===== config.mk =====
export PLATFORM = sky130hd
export DESIGN_NAME = carfield_mailbox_responder
export DESIGN_NICKNAME = d
export VERILOG_FILES = /design/src/rtl/carfield_mailbox_pkg.sv /design/src/rtl/carfield_mailbox_unit.sv /design/src/rtl/carfield_mailbox_responder.sv
export SDC_FILE = /design/constraint.sdc
export NUM_CORES = 1
export LEC_CHECK = 0
export BUFFER_PORTS_ARGS = -buffer_cell sky130_fd_sc_hd__buf_4
export CORE_ASPECT_RATIO = 0.7
export CORE_MARGIN = 2
export CORE_UTILIZATION = 56
export DETAILED_ROUTE_END_ITERATION = 6
export PLACE_DENSITY = 0.77
export SETUP_SLACK_MARGIN = 0.1
export SYNTH_ARGS = -nofsm -noshare
export SYNTH_HDL_FRONTEND = slang
export SYNTH_SLANG_ARGS = --single-unit

===== constraint.sdc =====
create_clock -name clk_i -period 2.1 [get_ports clk_i]
set_input_delay 0.105 -clock clk_i [delete_from_list [all_inputs] [get_ports clk_i]]
set_output_delay 0.105 -clock clk_i [all_outputs]
set_load 0.005 [all_outputs]

===== src/rtl/carfield_mailbox_pkg.sv =====
// Shared types and register offsets for the Carfield mailbox responder.
package carfield_mailbox_pkg;

    localparam int unsigned DataW       = 32;
    localparam int unsigned StrbW       = DataW / 8;
    localparam int unsigned AddrW       = 48;
    localparam int unsigned MaxMsgWords = 4;
    localparam int unsigned IrqEnW      = 3;
    localparam int unsigned MboxStride  = 'h20;

    localparam logic [4:0] MsgOff        = 5'h00;
    localparam logic [4:0] DoorbellOff   = 5'h10;
    localparam logic [4:0] CompletionOff = 5'h14;
    localparam logic [4:0] IrqEnOff      = 5'h18;
    localparam logic [4:0] StatusOff     = 5'h1C;

    typedef enum logic [2:0] {
        REG_MSG,
        REG_DOORBELL,
        REG_COMPLETION,
        REG_IRQ_EN,
        REG_STATUS
    } reg_e;

    typedef struct packed {
        logic [MaxMsgWords-1:0][DataW-1:0] msg;
        logic                              doorbell;
        logic                              completion;
        logic                              timeout;
        logic [IrqEnW-1:0]                 irq_en;
    } mbox_state_t;

    typedef enum logic {
        IDLE,
        RESP
    } fsm_e;

    // Expand byte strobes into a bit mask.
    function automatic logic [DataW-1:0] strb_mask(input logic [StrbW-1:0] strb);
        logic [DataW-1:0] mask;
        for (int b = 0; b < int'(StrbW); b++) begin
            mask[b*8 +: 8] = {8{strb[b]}};
        end
        return mask;
    endfunction

endpackage


===== src/rtl/carfield_mailbox_unit.sv =====
// One mailbox: message words, doorbell/completion flags, IRQ enables and write protection.
// Optional doorbell-pending timeout counter enabled by CARFIELD_MBOX_TIMEOUT_EN.
module carfield_mailbox_unit
    import carfield_mailbox_pkg::*;
#(
    parameter int unsigned TimeoutCycles = 1024
) (
    input  logic                clk_i,
    input  logic                rst_ni,
    input  logic                wr_en_i,
    input  reg_e                kind_i,
    input  logic [1:0]          msg_idx_i,
    input  logic [DataW-1:0]    wdata_i,
    input  logic [StrbW-1:0]    wstrb_i,
    output mbox_state_t         state_o,
    output logic                wr_err_c_o
);

    mbox_state_t      st_q, st_d;
    logic [DataW-1:0] mask_c;
    logic [DataW-1:0] wd_c;
    logic             wr_err_c;

`ifdef CARFIELD_MBOX_TIMEOUT_EN
    localparam int unsigned CntW = $clog2(TimeoutCycles + 1);
    logic [CntW-1:0] cnt_q, cnt_d;
`else
    logic unused_timeout_c;
    assign unused_timeout_c = ^32'(TimeoutCycles);
`endif

    assign mask_c = strb_mask(wstrb_i);
    assign wd_c   = wdata_i & mask_c;

    // Write protection: message is frozen and doorbell cannot re-ring while pending.
    always_comb begin
        wr_err_c = 1'b0;
        case (kind_i)
            REG_MSG:      wr_err_c = st_q.doorbell;
            REG_DOORBELL: wr_err_c = wd_c[0] && st_q.doorbell;
            default:      wr_err_c = 1'b0;
        endcase
    end

    always_comb begin
        st_d = st_q;
`ifdef CARFIELD_MBOX_TIMEOUT_EN
        cnt_d = cnt_q;
`endif
        if (wr_en_i && !wr_err_c) begin
            case (kind_i)
                REG_MSG: begin
                    st_d.msg[msg_idx_i] = (st_q.msg[msg_idx_i] & ~mask_c) | wd_c;
                end
                REG_DOORBELL: begin
                    if (wd_c[0]) st_d.doorbell = 1'b1;
                end
                REG_COMPLETION: begin
                    // Clear first so a simultaneous set wins.
                    if (wd_c[1]) st_d.completion = 1'b0;
                    if (wd_c[0] && st_q.doorbell) begin
                        st_d.doorbell   = 1'b0;
                        st_d.completion = 1'b1;
                    end
                end
                REG_IRQ_EN: begin
                    st_d.irq_en = wd_c[IrqEnW-1:0];
                end
                default: ;
            endcase
        end
`ifdef CARFIELD_MBOX_TIMEOUT_EN
        if (!st_d.doorbell) begin
            cnt_d        = '0;
            st_d.timeout = 1'b0;
        end else if (st_q.doorbell && (cnt_q != CntW'(TimeoutCycles))) begin
            cnt_d = cnt_q + CntW'(1);
            if (cnt_d == CntW'(TimeoutCycles)) st_d.timeout = 1'b1;
        end
`else
        st_d.timeout = 1'b0;
`endif
    end

    always_ff @(posedge clk_i or negedge rst_ni) begin
        if (!rst_ni) begin
            st_q <= '0;
        end else begin
            st_q <= st_d;
        end
    end

`ifdef CARFIELD_MBOX_TIMEOUT_EN
    always_ff @(posedge clk_i or negedge rst_ni) begin
        if (!rst_ni) begin
            cnt_q <= '0;
        end else begin
            cnt_q <= cnt_d;
        end
    end
`endif

    assign state_o    = st_q;
    assign wr_err_c_o = wr_err_c;

endmodule


===== src/rtl/carfield_mailbox_responder.sv =====
// Register-bus responder for the mailbox window: decode, IDLE/RESP handshake, response mux.
// Optional timeout IRQs enabled by CARFIELD_MBOX_TIMEOUT_EN.
module carfield_mailbox_responder
    import carfield_mailbox_pkg::*;
#(
    parameter int unsigned       NumMbox       = 4,
    parameter int unsigned       MsgWords      = 2,
    parameter logic [AddrW-1:0]  MboxBase      = 48'h0000_4000_0000,
    parameter logic [AddrW-1:0]  MboxSize      = 48'h0000_0000_1000,
    parameter int unsigned       TimeoutCycles = 1024
) (
    input  logic                clk_i,
    input  logic                rst_ni,
    input  logic                req_valid_i,
    input  logic [AddrW-1:0]    req_addr_i,
    input  logic                req_write_i,
    input  logic [DataW-1:0]    req_wdata_i,
    input  logic [StrbW-1:0]    req_wstrb_i,
    output logic                rsp_ready_o,
    output logic [DataW-1:0]    rsp_rdata_o,
    output logic                rsp_error_o,
    output logic [NumMbox-1:0]  doorbell_irq_o,
    output logic [NumMbox-1:0]  completion_irq_o,
    output logic [NumMbox-1:0]  timeout_irq_o
);

    localparam int unsigned IdxW = AddrW - 5;

    fsm_e             state_q, state_d;
    logic             rsp_ready_q, rsp_ready_d;
    logic             rsp_error_q, rsp_error_d;
    logic [DataW-1:0] rsp_rdata_q, rsp_rdata_d;

    logic [AddrW-1:0] offset_c;
    logic [IdxW-1:0]  mbox_idx_c;
    logic [4:0]       reg_off_c;
    logic [1:0]       msg_idx_c;
    reg_e             kind_c;
    logic             dec_err_c;
    logic             access_c;

    mbox_state_t      mbox_state [NumMbox];
    logic [NumMbox-1:0] wr_en_c;
    logic [NumMbox-1:0] wr_err_c;
    mbox_state_t      sel_state_c;
    logic             sel_wr_err_c;
    logic [DataW-1:0] rd_data_c;

    // Address decode into mailbox index, register kind and message word.
    always_comb begin
        offset_c   = req_addr_i - MboxBase;
        mbox_idx_c = offset_c[AddrW-1:5];
        reg_off_c  = offset_c[4:0];
        msg_idx_c  = 2'((reg_off_c ^ MsgOff) >> 2);
        case (reg_off_c)
            DoorbellOff:   kind_c = REG_DOORBELL;
            CompletionOff: kind_c = REG_COMPLETION;
            IrqEnOff:      kind_c = REG_IRQ_EN;
            StatusOff:     kind_c = REG_STATUS;
            default:       kind_c = REG_MSG;
        endcase
        dec_err_c = (req_addr_i < MboxBase)
                 || (req_addr_i >= (MboxBase + MboxSize))
                 || (req_addr_i[1:0] != 2'b00)
                 || (mbox_idx_c >= IdxW'(NumMbox))
                 || ((kind_c == REG_MSG) && (32'(msg_idx_c) >= MsgWords))
                 || ((kind_c == REG_STATUS) && req_write_i);
    end

    assign access_c = (state_q == IDLE) && req_valid_i;

    for (genvar i = 0; i < int'(NumMbox); i++) begin : g_unit
        assign wr_en_c[i] = access_c && req_write_i && !dec_err_c && (mbox_idx_c == IdxW'(i));

        carfield_mailbox_unit #(
            .TimeoutCycles (TimeoutCycles)
        ) u_unit (
            .clk_i      (clk_i),
            .rst_ni     (rst_ni),
            .wr_en_i    (wr_en_c[i]),
            .kind_i     (kind_c),
            .msg_idx_i  (msg_idx_c),
            .wdata_i    (req_wdata_i),
            .wstrb_i    (req_wstrb_i),
            .state_o    (mbox_state[i]),
            .wr_err_c_o (wr_err_c[i])
        );
    end

    // Select the addressed mailbox and format its read data.
    always_comb begin
        sel_state_c  = '0;
        sel_wr_err_c = 1'b0;
        for (int i = 0; i < int'(NumMbox); i++) begin
            if (mbox_idx_c == IdxW'(i)) begin
                sel_state_c  = mbox_state[i];
                sel_wr_err_c = wr_err_c[i];
            end
        end
        case (kind_c)
            REG_MSG:        rd_data_c = sel_state_c.msg[msg_idx_c];
            REG_DOORBELL:   rd_data_c = DataW'(sel_state_c.doorbell);
            REG_COMPLETION: rd_data_c = DataW'(sel_state_c.completion);
            REG_IRQ_EN:     rd_data_c = DataW'(sel_state_c.irq_en);
            REG_STATUS:     rd_data_c = DataW'({sel_state_c.timeout, sel_state_c.completion,
                                                sel_state_c.doorbell});
            default:        rd_data_c = '0;
        endcase
    end

    always_comb begin
        state_d     = state_q;
        rsp_ready_d = 1'b0;
        rsp_error_d = 1'b0;
        rsp_rdata_d = '0;
        case (state_q)
            IDLE: begin
                if (req_valid_i) begin
                    state_d     = RESP;
                    rsp_ready_d = 1'b1;
                    rsp_error_d = dec_err_c || (req_write_i && sel_wr_err_c);
                    if (!req_write_i && !dec_err_c) rsp_rdata_d = rd_data_c;
                end
            end
            RESP: begin
                state_d = IDLE;
            end
            default: state_d = IDLE;
        endcase
    end

    always_ff @(posedge clk_i or negedge rst_ni) begin
        if (!rst_ni) begin
            state_q     <= IDLE;
            rsp_ready_q <= 1'b0;
            rsp_error_q <= 1'b0;
            rsp_rdata_q <= '0;
        end else begin
            state_q     <= state_d;
            rsp_ready_q <= rsp_ready_d;
            rsp_error_q <= rsp_error_d;
            rsp_rdata_q <= rsp_rdata_d;
        end
    end

    assign rsp_ready_o = rsp_ready_q;
    assign rsp_error_o = rsp_error_q;
    assign rsp_rdata_o = rsp_rdata_q;

    // Interrupts are flag AND enable, straight from the mailbox registers.
    always_comb begin
        for (int i = 0; i < int'(NumMbox); i++) begin
            doorbell_irq_o[i]   = mbox_state[i].doorbell   && mbox_state[i].irq_en[0];
            completion_irq_o[i] = mbox_state[i].completion && mbox_state[i].irq_en[1];
            timeout_irq_o[i]    = mbox_state[i].timeout    && mbox_state[i].irq_en[2];
        end
    end

endmodule


# Word-level counts from Yosys, hierarchy flattened
# Index checks and enable logic that the tools add are counted.
totals:
  out_inout_bits: 46
  regBits: 567
classes:
  bitwise_logic: 11
  muxes: 48
  addsub: 1
  n_eq_ne: 16
  order_cmp: 6
  n_reduce_logical: 64
op_table:
  columns: ["operator", "n"]
  rows:
  - ["two-way mux 134 bit", 4]
  - ["bitwise mux 128 bit", 4]
  - ["binary-select mux 32 bit (select 2 bit)", 5]
  - ["two-way mux 32 bit", 9]
  - ["bitwise AND 32 bit", 5]
  - ["case mux 32 bit (5 select lines)", 1]
  - ["OR 32 bit", 4]
  - ["equality test 43 x 2 -> 1 bit, second input constant", 2]
  - ["demux 32 bit (select 2 bit)", 1]
  - ["greater-or-equal comparator 48 x 31 -> 1 bit, second input constant", 1]
  - ["less-than comparator 48 x 31 -> 1 bit, second input constant", 1]
  - ["subtractor 48 x 31 -> 48 bit, second input constant", 1]
  - ["equality test 43 x 1 -> 1 bit, second input constant", 1]
  - ["greater-or-equal comparator 43 x 3 -> 1 bit, second input constant", 1]
  - ["zero test 43 bit", 1]
  - ["NOT 32 bit", 1]
  - ["logical AND 1 bit", 28]
  - ["equality test 5 bit, second input constant", 4]
  - ["case mux 1 bit (2 select lines)", 9]
  - ["AND reduction 2 bit", 8]
  - ["AND reduction 4 bit", 4]
  - ["case mux 3 bit (4 select lines)", 1]
  - ["AND reduction 3 bit", 4]
  - ["nonzero test 2 bit", 6]
  - ["other kinds (13)", 40]

# Logic depth before layout (Yosys ltp)
# Gate-level depths: netlist (run 1).
logic_depth:
  depth_word: 13
  ltp_mapped: 12

# Modules after synthesis
# Synthesis (run 1) repeated with hierarchy kept, for this count alone.
hier_totals:
  cells_unflattened: 2559
  area_unflattened_um2: 30814.6
by_module_without_submodules:
  columns: ["mod", "area_each_um2", "cells_per_inst", "instances", "seq_area_each_um2"]
  rows:
  - ["carfield_mailbox_unit at g_unit[0].u_unit ...", 6578.8, 519, 3, 3328.2]
  - ["carfield_mailbox_unit at g_unit[3].u_unit", 5839.4, 415, 1, 3328.2]
  - ["carfield_mailbox_responder", 5238.8, 587, 1, 850.8]

# Worst setup path before layout (run 1)
# Ideal clock, no wire load.
synth_path:
  path_kind: "input port to flip-flop"
  startpoint: "in req_addr_i[31]"
  endpoint: "reg g_unit[0].u_unit.st_q (netlist bit g_unit[0].u_unit.state_o[39])"
  arrival_ns: 2.664
  setup_slack_ns: -0.692
  path_buffers: 2
  stages: 11
  path_cell_list: "inv_1 ha_1 and3b_1 o221ai_1 a211o_1 nor4b_4 nand3_4 buf_4 nor4_4 buf_6 mux2_1"
synth_between:
  elab_chain_cells: 11
synth_rtl:
  columns: ["element", "line", "source"]
  rows:
  - ["start: declaration", "carfield_mailbox_responder.sv:15", "input logic [AddrW-1:0] req_addr_i,"]
  - ["parallel branches: the longest is 8 deep, another holds subtractor 48 x 31 -> 48 bit", null, null]
  - ["logical AND 1 bit *", "carfield_mailbox_responder.sv:73", "assign wr_en_c[i] = access_c && req_write_i && !dec_err_c && (mbox_idx_c == IdxW'(i));"]
  - ["logical AND 1 bit *", "carfield_mailbox_unit.sv:50", "if (wr_en_i && !wr_err_c) begin"]
  - ["AND reduction 2 bit (no line) *", null, null]
  - ["end signal: assignment", "carfield_mailbox_unit.sv:89", "st_q <= st_d;"]
  - ["end: declaration", "carfield_mailbox_unit.sv:19", "mbox_state_t st_q, st_d;"]
# Mark *: on every way between the ends.
# A chain may end at the register's enable or synchronous reset.

# Final worst setup path (run 1)
layout_path:
  startpoint: "in req_addr_i[44]"
  endpoint: "reg g_unit[3].u_unit.st_q (netlist bit g_unit[3].u_unit.state_o[14])"
layout_between:
  elab_chain_cells: 11
layout_rtl:
  columns: ["element", "line"]
  rows:
  - ["parallel branches: the longest is 8 deep, another holds subtractor 48 x 31 -> 48 bit", null]
  - ["logical AND 1 bit *", "carfield_mailbox_responder.sv:73"]
  - ["logical AND 1 bit *", "carfield_mailbox_unit.sv:50"]
  - ["AND reduction 2 bit (no line) *", null]
  - ["end signal: assignment", "carfield_mailbox_unit.sv:89"]
  - ["end: declaration", "carfield_mailbox_unit.sv:19"]
# Marked as above.

==> results of run 1 <==
power by group through the flow:
stage	Combinational [W]	Clock, W	Sequential (W)
global placement	0.00172	0	0.0111
global route	0.00207	0.0104	0.0109
finish	0.00194	0.00988	0.0109
floorplan	0.000847	0	0.0111
CTS	0.00185	0.00994	0.0109
detailed placement	0.00177	0	0.0111
registers in the layout (all words and copies together), names as in the netlist:
register               count
g_unit.u_unit.state_o    532
rsp_error_o                1
rsp_rdata_o               32
rsp_ready_o                1
worst max path at each step:
stage                              start                      endpoint  slack [ns]  cells after the start
final                     req_addr_i[44]  g_unit[3].u_unit.state_o[14]       -0.28                     14
after global routing      req_addr_i[44]  g_unit[3].u_unit.state_o[49]       -0.31                     12
after CTS                 req_addr_i[44]  g_unit[2].u_unit.state_o[53]       -0.13                     10
after detailed placement  req_addr_i[31]  g_unit[3].u_unit.state_o[50]       -0.89                     12
after global placement    req_addr_i[31]  g_unit[3].u_unit.state_o[53]       -0.81                     12
after floorplan           req_addr_i[31]  g_unit[0].u_unit.state_o[39]       -0.48                     11
Yosys cell counts, drive strengths merged, types with 6 or more instances:
library cell	number	area, um^2
and2	16	100
nor2b	31	194
nand2b	7	43.8
o22ai	11	68.8
nor2	82	318
nor4	20	213
or3	6	37.5
nand2	111	419
nand4	9	56.3
dfrtp	566	14200
a221oi	10	87.6
mux4	106	2390
o31ai	14	105
nand3	31	168
a32o	6	60.1
clkbuf	352	1320
o221a	12	135
a21o	10	75.1
inv	115	432
a22o	16	140
mux2	282	3180
mux2i	91	911
a211oi	70	526
nor3	38	218
a21oi	101	505
buf	68	379
o21ai	183	916
o211ai	13	97.6
a211o	29	254
a31oi	7	43.8
worst max-delay path, cell delays in order:
cell and delay (ns):
buf_6 0.09, or4_4 0.57, nor3_4 0.21, buf_4 0.16
buf_6 0.10, nand3_2 0.07, nand4b_1 0.14, buf_6 0.15
nand2_4 0.12, nor4_4 0.34, buf_6 0.20, buf_6 0.16
buf_12 0.14, mux2_4 0.30
per-stage QoR:
stage | setup slack, ns | util | hold WS (ns)
after floorplan | -0.480 | - | -0.191
after global placement | -0.811 | 0.623 | 0.0637
after detailed placement | -0.889 | 0.623 | 0.0674
after CTS | -0.131 | 0.691 | 0.00433
after global routing | -0.313 | 0.700 | 0.0190
final | -0.279 | 0.700 | 0.0108
cells by family (layout without fill, tap and decap cells):
kind of cell | after synthesis | count (layout) | share of synthesized area
other | 1 | 4 | 0.000133
multiplexers | 479 | 479 | 0.230
adder cells (fa/ha/maj) | 3 | 3 | 0.00133
XOR/XNOR | 1 | 1 | 0.000311
buffers and inverters | 536 | 638 | 0.0758
AO/OA/AOI/OAI | 521 | 521 | 0.119
flip-flops | 566 | 566 | 0.503
AND/OR/NAND/NOR | 378 | 378 | 0.0713
per-layer routing:
layer | vias to the layer above | GRT usage | wire (um)
li1 | 8881 | - | -
met1 | 10600 | 0.453 | 34200
met2 | 1255 | 0.502 | 38900
met3 | 297 | 0.0760 | 8440
met4 | 0 | 0.123 | 3610
met5 | - | 0 | 0
final cells by class:
class | instances | area [um^2]
Inverter | 116 | 454
Fill cell | 3211 | 14800
Clock inverter | 16 | 195
Timing Repair Buffer | 426 | 4450
Multi-Input combinational cell | 1386 | 13000
Sequential cell | 566 | 14200
Tap cell | 665 | 832
Clock buffer | 80 | 1570
what timing repair did:
action,CTS,global route
resized for setup,176,74
gates cloned,16,2
endpoints found under the hold margin,560,0
endpoints found under the setup margin,301,305
setup buffers,33,18
pin swaps,34,13
hold buffers,13,0
==> impl_metrics.py, run 1 <==
metrics = {
    "cells_and_area": {
        "stdcell_area_um2": 34700,
        "drive_above_1_share": 0.387,
        "syn2layout_area_growth_pct": 23.0,
        "final_common_cell": "dfrtp_1",
        "layout.cells.non_filler": 3255,
        "layout.nets": 2639,
        "final_cell_mix": "dfrtp_1 (566), buf_4 (293), o21ai_0 (177)",
        "antenna_cells": 0,
    },
    "synthesis": {
        "avgSynthCellArea_um2": 11.3,
        "syn_inst": 2485,
        "synth-edff-count": 0,
        "synth.distinct_cells": 76,
        "ys_seq_area_frac": 0.503,
        "syn_area_um2": 28200,
        "synth-seq-cells": 566,
        "synthFlopType": "dfrtp_1",
        "synthArstFlopShare": 1.00,
        "synth_warnings": 0,
    },
    "drt": {
        "wirelength_mm": 85.2,
        "wl_per_cell_um": 26.2,
        "vias": 21100,
        "ant_nets": 0,
        "drtPass1Iterations": 7,
        "drcViolationCount": 1,
        "first_iter_violations": 2384,
        "vias_per_cell": 6.47,
    },
    "timing": {
        "min_period_ns": 2.38,
        "layout_setup_ws_ns": -0.279,
        "hold_viol_final": 0,
        "min_period_over_period": 1.13,
        "setup_viol": 299,
        "relSlewSlack": 0.361,
        "tightest_slew_ns": 0.958,
        "setup_tns_ns": -43.10,
        "timing.fmax_mhz": 420,
        "rsz0062_at_grt": "yes",
        "fin_skew_ns": 0.0279,
        "finalMaxSlewViolations": 0,
    },
    "placement": {
        "dpl_cell_area_um2": 30900,
        "gp_congestion": 0.943,
        "port_buffers": 129,
        "placedCellCount": 3079,
        "dp_hpwl_mm": 51.5,
    },
    "min_path": {
        "holdCritStartpoint": "req_wdata_i[26]",
        "holdPathEnd": "g_unit[1].u_unit.state_o[64]",
        "hp-class": "primary input to flip-flop",
        "worstHoldPathCells": 4,
    },
    "global_routing": {
        "overflow": 0,
        "antenna_found_initial": 0,
        "grt_usage": 0.325,
        "grt_pass1_wl_mm": 131,
        "grt_max_degree": 99,
        "first_global_vias": 22100,
    },
    "die": {
        "io-pin-count": 134,
        "die_area_um2": 52200,
        "die_width_um": 272,
        "die_h_um": 192,
        "core_area_um2": 49500,
        "initial_core_util": 0.569,
        "core.rowCount": 68,
    },
    "power_and_ir_drop": {
        "power_w": 0.0227,
        "clock_power_share": 0.435,
        "sequentialPowerShare": 0.480,
        "p_leak_nw": 16.2,
        "irDropWorstVdd_mv": 0.635,
        "intPower_w": 0.0172,
        "p_sw_w": 0.00548,
        "pwr-share-comb": 0.085,
        "powerDensity_nw_per_um2": 655,
        "swShare": 0.241,
    },
    "clocking": {
        "worst_skew_pair.late_latency_ns": 0.61,
        "cts_made_buffers": 52,
        "cts_sinks": 566,
        "htreeDepth": 2,
        "clockRootBuffer": "clkbuf_16",
        "path_clk_slew_ns": 0.07,
        "cts_tree": "built",
        "max-clock-path-buffers": 3,
    },
    "setup_path": {
        "timing.rr.start": "rsp_ready_o",
        "critPathCaptureType": "flip-flop",
        "cp_data_required_time_ns": 2.57,
        "r2r_end": "g_unit[3].u_unit.state_o[14]",
        "r2r_cells": 9,
        "startpoint_type": "primary input",
        "cp_max_fo": 6,
        "rrSetupSlack_ns": 0.04,
        "critPathKind": "primary input to flip-flop",
        "cp.arrival_ns": 2.85,
    },
    "job": {
        "maxCapViolCount": 0,
    },
    "outcome": {
        "violations": "design-rule violations, negative setup slack",
        "status": "finished, violations left",
    },
}
Power figures use the tool's default switching activity.
==> run 2: changes to the inputs <==
CORE_ASPECT_RATIO = 1.25   (was 0.7)
==> impl_metrics.py, run 2 (same netlist as run 1, synthesis figures left out) <==
metrics = {
    "outcome": {
        "status": "finished, violations left",
        "violations": "negative setup slack",
    },
    "placement": {
        "dp_hpwl_mm": 51.0,
        "dpl_cell_area_um2": 31000,
        "port_buffers": 129,
        "gp_congestion": 0.873,
        "placedCellCount": 3072,
    },
    "setup_path": {
        "cp_data_required_time_ns": 2.59,
        "rrSetupSlack_ns": -0.01,
        "max_stage_delay_ns": 0.54,
        "cp.arrival_ns": 2.83,
        "crit_cells": 12,
        "crit_chain": "buf_4 -> or4_4 -> o21ai_2 -> o211ai_1 -> nor4b_4 -> nand3_4 -> buf_12 -> nor4_4 -> buf_4 -> buf_6 -> buf_12 -> mux2_4",
        "startpoint_type": "primary input",
        "crit_family": "simple AND/OR/NAND/NOR gates",
        "crit_path_top_delay_cell": "or4_4",
        "cp_max_fo": 6,
        "timing.rr.start": "rsp_ready_o",
        "r2r_end": "g_unit[3].u_unit.state_o[18]",
        "critPathKind": "primary input to flip-flop",
        "r2r_cells": 9,
        "path_buf_inv": 5,
        "critPathCaptureType": "flip-flop",
    },
    "cells_and_area": {
        "layout.cells.non_filler": 3267,
        "drive_above_1_share": 0.396,
        "antenna_cells": 0,
        "largest_register_ff_count": 532,
        "final_cell_mix": "dfrtp_1 (566), buf_4 (286), o21ai_0 (173)",
        "stdcell_area_um2": 35400,
        "final_common_cell": "dfrtp_1",
        "syn2layout_area_growth_pct": 25.5,
        "layout.nets": 2664,
    },
    "timing": {
        "tightest_slew_ns": 0.820,
        "finalMaxSlewViolations": 0,
        "min_period_ns": 2.33,
        "hold_slack_ns": 0.0219,
        "timing.fmax_mhz": 428,
        "layout_setup_ws_ns": -0.234,
        "rsz0062_at_grt": "yes",
        "fin_skew_ns": 0.0173,
        "min_period_over_period": 1.11,
        "hold_viol_final": 0,
        "relSlewSlack": 0.453,
        "setup_viol": 269,
    },
    "global_routing": {
        "grt_max_degree": 90,
        "antenna_found_initial": 0,
        "first_global_vias": 22700,
        "grt_pass1_wl_mm": 135,
        "overflow": 0,
        "grt_usage": 0.342,
    },
    "power_and_ir_drop": {
        "intPower_w": 0.0178,
        "irDropWorstVdd_mv": 0.538,
        "p_leak_nw": 16.5,
        "clock_power_share": 0.450,
        "power_w": 0.0236,
        "p_sw_w": 0.00574,
        "pwr-share-comb": 0.087,
        "powerDensity_nw_per_um2": 666,
        "sequentialPowerShare": 0.463,
        "swShare": 0.243,
    },
    "clocking": {
        "path_clk_slew_ns": 0.06,
        "htreeDepth": 2,
        "worst_skew_pair.late_latency_ns": 0.62,
        "max-clock-path-buffers": 3,
        "cts_made_buffers": 55,
        "cts_tree": "built",
        "clockRootBuffer": "clkbuf_16",
        "cts_sinks": 566,
    },
    "drt": {
        "vias": 21300,
        "first_iter_violations": 2114,
        "wl_per_cell_um": 27.1,
        "drtPass1Iterations": 6,
        "drcViolationCount": 0,
        "wirelength_mm": 88.7,
        "ant_nets": 0,
        "vias_per_cell": 6.53,
    },
    "die": {
        "core_area_um2": 49500,
        "die_area_um2": 52200,
        "core.rowCount": 91,
        "die_width_um": 205,
        "die_h_um": 255,
        "io-pin-count": 134,
        "initial_core_util": 0.569,
    },
    "min_path": {
        "holdCritStartpoint": "req_wdata_i[27]",
        "holdPathEnd": "g_unit[0].u_unit.state_o[33]",
        "hp-class": "primary input to flip-flop",
        "worstHoldPathCells": 4,
    },
    "job": {
        "maxCapViolCount": 0,
    },
}
run 2: changes by cell type in the layout (fill, tap and decap cells not counted), moves of 6 or more:
cell           change
dlygate4sd3_1     +15
a211oi_1           -8
buf_12             +8
buf_6              +8
a211oi_2           +7
buf_4              -7
clkbuf_1           -6
run 2: area by class of cell:
cell class | count | area, um^2
multi-input cells | 1386 | 13200
fillers | 3015 | 14200
flip-flops and latches | 566 | 14200
repair buffers | 448 | 4780
clock inverters | 25 | 329
well taps | 651 | 815
inverters | 116 | 454
clock buffers | 75 | 1590
run 2: how the worst max path moves through the flow:
stage                         from                           end  slack, ns
floorplan           req_addr_i[31]  g_unit[0].u_unit.state_o[39]      -0.48
global placement    req_addr_i[31]  g_unit[1].u_unit.state_o[18]      -1.02
detailed placement  req_addr_i[31]  g_unit[1].u_unit.state_o[27]      -0.99
CTS                 req_addr_i[41]  g_unit[3].u_unit.state_o[17]      -0.16
global route        req_addr_i[31]  g_unit[3].u_unit.state_o[19]      -0.31
finish              req_addr_i[10]  g_unit[3].u_unit.state_o[18]      -0.23
run 2: power groups by stage:
stage / Clock [W] / Combinational [W] / Sequential (W)
floorplan: 0 / 0.000847 / 0.0111
global placement: 0 / 0.00179 / 0.0111
detailed placement: 0 / 0.00183 / 0.0111
CTS: 0.0106 / 0.00197 / 0.0109
global route: 0.0111 / 0.00218 / 0.0109
finish: 0.0106 / 0.00205 / 0.0109
run 2: stage by stage:
stage / worst slack, ns / TNS (ns) / util
final: -0.234 / -30.19 / 0.714
after global routing: -0.313 / -52.85 / 0.714
after CTS: -0.164 / -18.19 / 0.704
after detailed placement: -0.994 / -240.17 / 0.627
after global placement: -1.02 / -243.10 / 0.627
after floorplan: -0.480 / -107.50 / -
run 2: tightest hold or removal path, stage by stage:
cell     delay (ns)
buf_4          0.08
nand2_1        0.13
o21ai_0        0.14
mux2_4         0.15
run 2: metal layers:
metal  vias up  routed length [um]  GRT usage
met1     10700               32300      0.436
met4         0                5850      0.209
li1       8928                   -          -
met2      1320               41600      0.540
met3       390                8890     0.0713
met5         -                   0    0.00188
run 2: what timing repair did:
action                                  CTS  global route
pin swaps                                44            37
hold buffers                             29             0
buffers inserted                         42            17
gates cloned                             16             2
gates resized for setup                 203            75
endpoints found under the setup margin  303           305
endpoints found under the hold margin   656             0
